### config.mk
export PLATFORM = sky130hd
export DESIGN_NAME = periph_bus_arbiter
export DESIGN_NICKNAME = d
export VERILOG_FILES = /design/src/rtl/periph_bus_arbiter.sv
export SDC_FILE = /design/constraint.sdc
export NUM_CORES = 1
export LEC_CHECK = 0
export CAP_MARGIN = 0
export CORE_MARGIN = 4
export CORE_UTILIZATION = 25
export DETAILED_ROUTE_END_ITERATION = 12
export PLACE_DENSITY = 0.68
export SLEW_MARGIN = 20
export SYNTH_ARGS = -nofsm -noshare
export SYNTH_HDL_FRONTEND = slang
export SYNTH_SLANG_ARGS = --single-unit
export TNS_END_PERCENT = 100
### constraint.sdc
create_clock -name clk -period 3.4 [get_ports clk]
set_input_delay 0.68 -clock clk [delete_from_list [all_inputs] [get_ports clk]]
set_output_delay 0.68 -clock clk [all_outputs]
set_load 0.005 [all_outputs]
### src/rtl/periph_bus_arbiter.sv
// periph_bus_arbiter: round-robin two-master arbiter that runs each peripheral access as a fixed-length transaction.
module periph_bus_arbiter #(
    parameter int WAIT_CYCLES = 2
) (
    input  logic        clk,
    input  logic        rst,
    input  logic        m0_req,
    input  logic [31:0] m0_addr,
    input  logic [31:0] m0_wd,
    input  logic        m0_we,
    output logic        m0_gnt,
    output logic        m0_ack,
    output logic [31:0] m0_rd,
    input  logic        m1_req,
    input  logic [31:0] m1_addr,
    input  logic [31:0] m1_wd,
    input  logic        m1_we,
    output logic        m1_gnt,
    output logic        m1_ack,
    output logic [31:0] m1_rd,
    output logic [31:0] bus_wa,
    output logic [31:0] bus_wd,
    output logic        bus_we,
    input  logic [31:0] bus_rd,
    output logic        busy
);
    typedef enum logic [1:0] {IDLE, ACCESS, DONE} state_t;
    localparam logic [3:0] CNT_INIT = 4'(WAIT_CYCLES - 1);
    state_t      state, state_nx;
    logic [3:0]  cnt, cnt_nx;
    logic        owner, owner_nx, last_gnt, last_gnt_nx, we_q, we_nx, pick;
    logic [31:0] addr_q, addr_nx, wd_q, wd_nx, rd_q, rd_nx;
    always_ff @(posedge clk or posedge rst) begin
        if (rst) begin
            state    <= IDLE;
            cnt      <= '0;
            owner    <= 1'b0;
            last_gnt <= 1'b1;
            we_q     <= 1'b0;
            addr_q   <= '0;
            wd_q     <= '0;
            rd_q     <= '0;
        end else begin
            state    <= state_nx;
            cnt      <= cnt_nx;
            owner    <= owner_nx;
            last_gnt <= last_gnt_nx;
            we_q     <= we_nx;
            addr_q   <= addr_nx;
            wd_q     <= wd_nx;
            rd_q     <= rd_nx;
        end
    end
    // on a tie the master that did not win last time gets the bus
    assign pick = (m0_req && m1_req) ? ~last_gnt : m1_req;
    always_comb begin
        state_nx    = state;
        cnt_nx      = cnt;
        owner_nx    = owner;
        last_gnt_nx = last_gnt;
        we_nx       = we_q;
        addr_nx     = addr_q;
        wd_nx       = wd_q;
        rd_nx       = rd_q;
        case (state)
            IDLE: if (m0_req || m1_req) begin
                state_nx    = ACCESS;
                owner_nx    = pick;
                last_gnt_nx = pick;
                addr_nx     = pick ? m1_addr : m0_addr;
                wd_nx       = pick ? m1_wd : m0_wd;
                we_nx       = pick ? m1_we : m0_we;
                cnt_nx      = CNT_INIT;
            end
            ACCESS: if (cnt == 4'd0) begin
                state_nx = DONE;
                rd_nx    = bus_rd;
            end else begin
                cnt_nx = cnt - 4'd1;
            end
            DONE:    state_nx = IDLE;
            default: state_nx = IDLE;
        endcase
    end
    assign busy   = state != IDLE;
    assign bus_wa = (state == ACCESS) ? addr_q : '0;
    assign bus_wd = (state == ACCESS) ? wd_q : '0;
    assign bus_we = (state == ACCESS) && we_q && (cnt == 4'd0);
    assign m0_gnt = busy && !owner;
    assign m1_gnt = busy && owner;
    assign m0_ack = (state == DONE) && !owner;
    assign m1_ack = (state == DONE) && owner;
    assign m0_rd  = rd_q;
    assign m1_rd  = rd_q;
endmodule

==> results.ini <==
[synthesis]
netlist.area_leader.share=0.448
syn-mean-instance-area_um2=13.6
synth_area_um2=5810
yosysTopAreaCell=dfrtp_1
syn_inst=428
synth_edf_count=0
synth_fp_nets=596
synthDistinctLibCells=29
synthTopCellsByArea=dfrtp_1 (45%), mux2_4 (20%), mux2_2 (11%)
synth_commonest_cells=dfrtp_1 (104), mux2_4 (76), and2_1 (65)
yosysSeqAreaShare=0.453
synth-async-reset-ratio=1.00
synth.most_common_cell=dfrtp_1
ys_ff_latch=105
yosys_warnings=0
synthFlopType=dfrtp_1

[setup_path]
cp.arrival_ns=2.21
worstReg2RegStart=cnt[0]$_DFFE_PP0P_
r2r_cells=6
crit_required_ns=2.72
reg2reg_to=m0_rd[3]$_DFFE_PP0P_
worstSetupPathType=reg2out
cp-start-kind=flop
cp_max_fo=5
cp_slowest_cell=clkdlybuf4s50_1
cpPeakStageDelay_ns=0.52
crit_path_end_kind=primary output
crit_chain=inv_1 -> ha_1 -> nand2b_1 -> or3_1 -> nor2_1 -> clkdlybuf4s50_1
r2r_slack_ns=1.05

[placement]
dpl.cell_count=965
hpwl_um=12100
portBuffers=299
dpl_cell_area_um2=8860
pre_cts_ws_ns=0.768
globalplace.congestion=0.776

[hold_path]
min_path_type=reg2reg
worstHoldStart=addr_q[17]$_DFFE_PP0P_
hold_depth=1
whs_endpoint=addr_q[17]$_DFFE_PP0P_

[cells_and_area]
antenna_cells=0
fin_area_um2=9160
fin_cells=981
area_delta_synth_final_pct=57.8
fillerInstances=2155
nets=859
drive_gt1_frac=0.236

[sta]
rsz0062_at_grt=no
post-route-period-util=0.850
max_freq_mhz=346
hold_viol_final=0
drv_slew=0
slew_headroom=0.499
setup-violations-final=0
finalClockSkew_ns=0.00557
whs_ns=0.496
tightest_slew_ns=0.751
worst_slack_ns=0.509
fin_crit_ns=2.89
tns_ns=0

[power]
p_switching_w=0.00234
ir_drop_mv=0.346
p_seq_frac=0.294
power_density_nw_per_um2=850
swShare=0.301
combinationalPowerShare=0.567
clkPwrFrac=0.139
internal_power_w=0.00544
p_leak_nw=3.83

[clock_tree]
clock_sinks=105
post_cts_buffers=0
h-tree-depth=3
clkSlewWorstSetupHoldPaths_ns=0.07
numCtsBuffers=9
cts.hold.buffers_added=0
clockBufferDepth=2
clk_latency_ns=0.35
cts_tree=built
clockRootBuffer=clkbuf_16
cts_resized=0

[die]
core_region_area_um2=22700
die_y_um=160
die_x_um=160
rows=55
floorplan.initialDensity=0.256
pin_count=300
dieArea_um2=25700

[job]
drv_cap=0

[route]
drt-vias-per-instance=4.24
ant_nets=0
wirelength_um=16000
drt_iter0_markers=161
drc=0
vias=4155
wl_per_cell_um=16.3
dr.pass1.iters=4

[grt]
antenna_found_initial=0
grt_pass1_vias=4463
grt_max_degree=54
globalRouteOverflowTotal=0
grt_pass1_wl_um=25300
grt_usage=0.123

[outcome]
status=complete, no violations

logic make-up after synthesis:
kind of cell    Yosys count  synth area share
buf+inv                  63            0.0778
fa+ha+maj                 2           0.00431
flops                   105             0.453
mux                     163             0.365
simple gates             83            0.0877
compound gates           12            0.0127
critical path, delay by kind of cell, from the launching register on:
family	cells	cell delay [ns]
buffers and inverters	2	0.62
adders and majority gates	1	0.17
and+or+nand+nor	3	0.65
DFF	1	0.43
per-stage QoR:
step                      total power (W)   util
final                             0.00778  0.403
after global routing              0.00835  0.403
after CTS                         0.00795  0.403
after detailed placement          0.00682  0.390
after global placement            0.00675  0.390
after floorplan                   0.00459      -
metal layers:
layer	track usage	up-vias	routed length, um
met1	0.142	1980	6280
met4	0.0375	0	307
met3	0.0513	20	1560
met5	0	-	0
met2	0.208	194	7830
li1	-	1961	-
power groups by stage:
stage	combinational (W)	clock (W)	sequential, W
3_3_place_gp	0.00445	0	0.00230
6_report	0.00442	0.00108	0.00229
4_1_cts	0.00451	0.00114	0.00230
5_1_grt	0.00477	0.00119	0.00239
2_1_floorplan	0.00237	0	0.00222
3_5_place_dp	0.00451	0	0.00231
final cells by class:
type | count | area [um^2] | share of cell area
multi-input combinational | 260 | 2740 | 0.300
clock inverter | 7 | 76.3 | 0.00833
clock buffer | 9 | 225 | 0.0246
tap | 285 | 357 | 0.0389
timing repair buffer | 308 | 3100 | 0.338
sequential | 105 | 2630 | 0.287
inverter | 7 | 30.0 | 0.00328
flip-flops by register name (all words and copies together), names as in the netlist:
name and flops:
last_gnt 1, addr_q 32, cnt 4, we_q 1, owner 1, wd_q 32, state 2, m0_rd 32
cells in the final DEF (no fill, tap or decap), drive strengths merged, types with 3 or more instances in the layout:
| cell | instances |
|---|---|
| clkdlybuf4s50 | 299 |
| mux2 | 160 |
| dfrtp | 104 |
| and2 | 65 |
| clkbuf | 9 |
| buf | 9 |
| inv | 9 |
| nor2 | 7 |
| o21ai | 5 |
| clkinvlp | 3 |
| mux2i | 3 |
| a21oi | 3 |
| nor3 | 3 |
worst max path at each step:
stage,startpoint,end,slack (ns),cells after the start
final,cnt[0]$_DFFE_PP0P_,bus_we,0.51,6
after global routing,cnt[0]$_DFFE_PP0P_,bus_we,0.35,6
after global placement,m0_req,addr_q[27]$_DFFE_PP0P_,0.79,5
after floorplan,rst,addr_q[0]$_DFFE_PP0P_,1.46,1
after detailed placement,m0_req,addr_q[27]$_DFFE_PP0P_,0.77,5
after CTS,cnt[0]$_DFFE_PP0P_,bus_we,0.46,6
No activity file was read; power rests on OpenSTA's default activity.
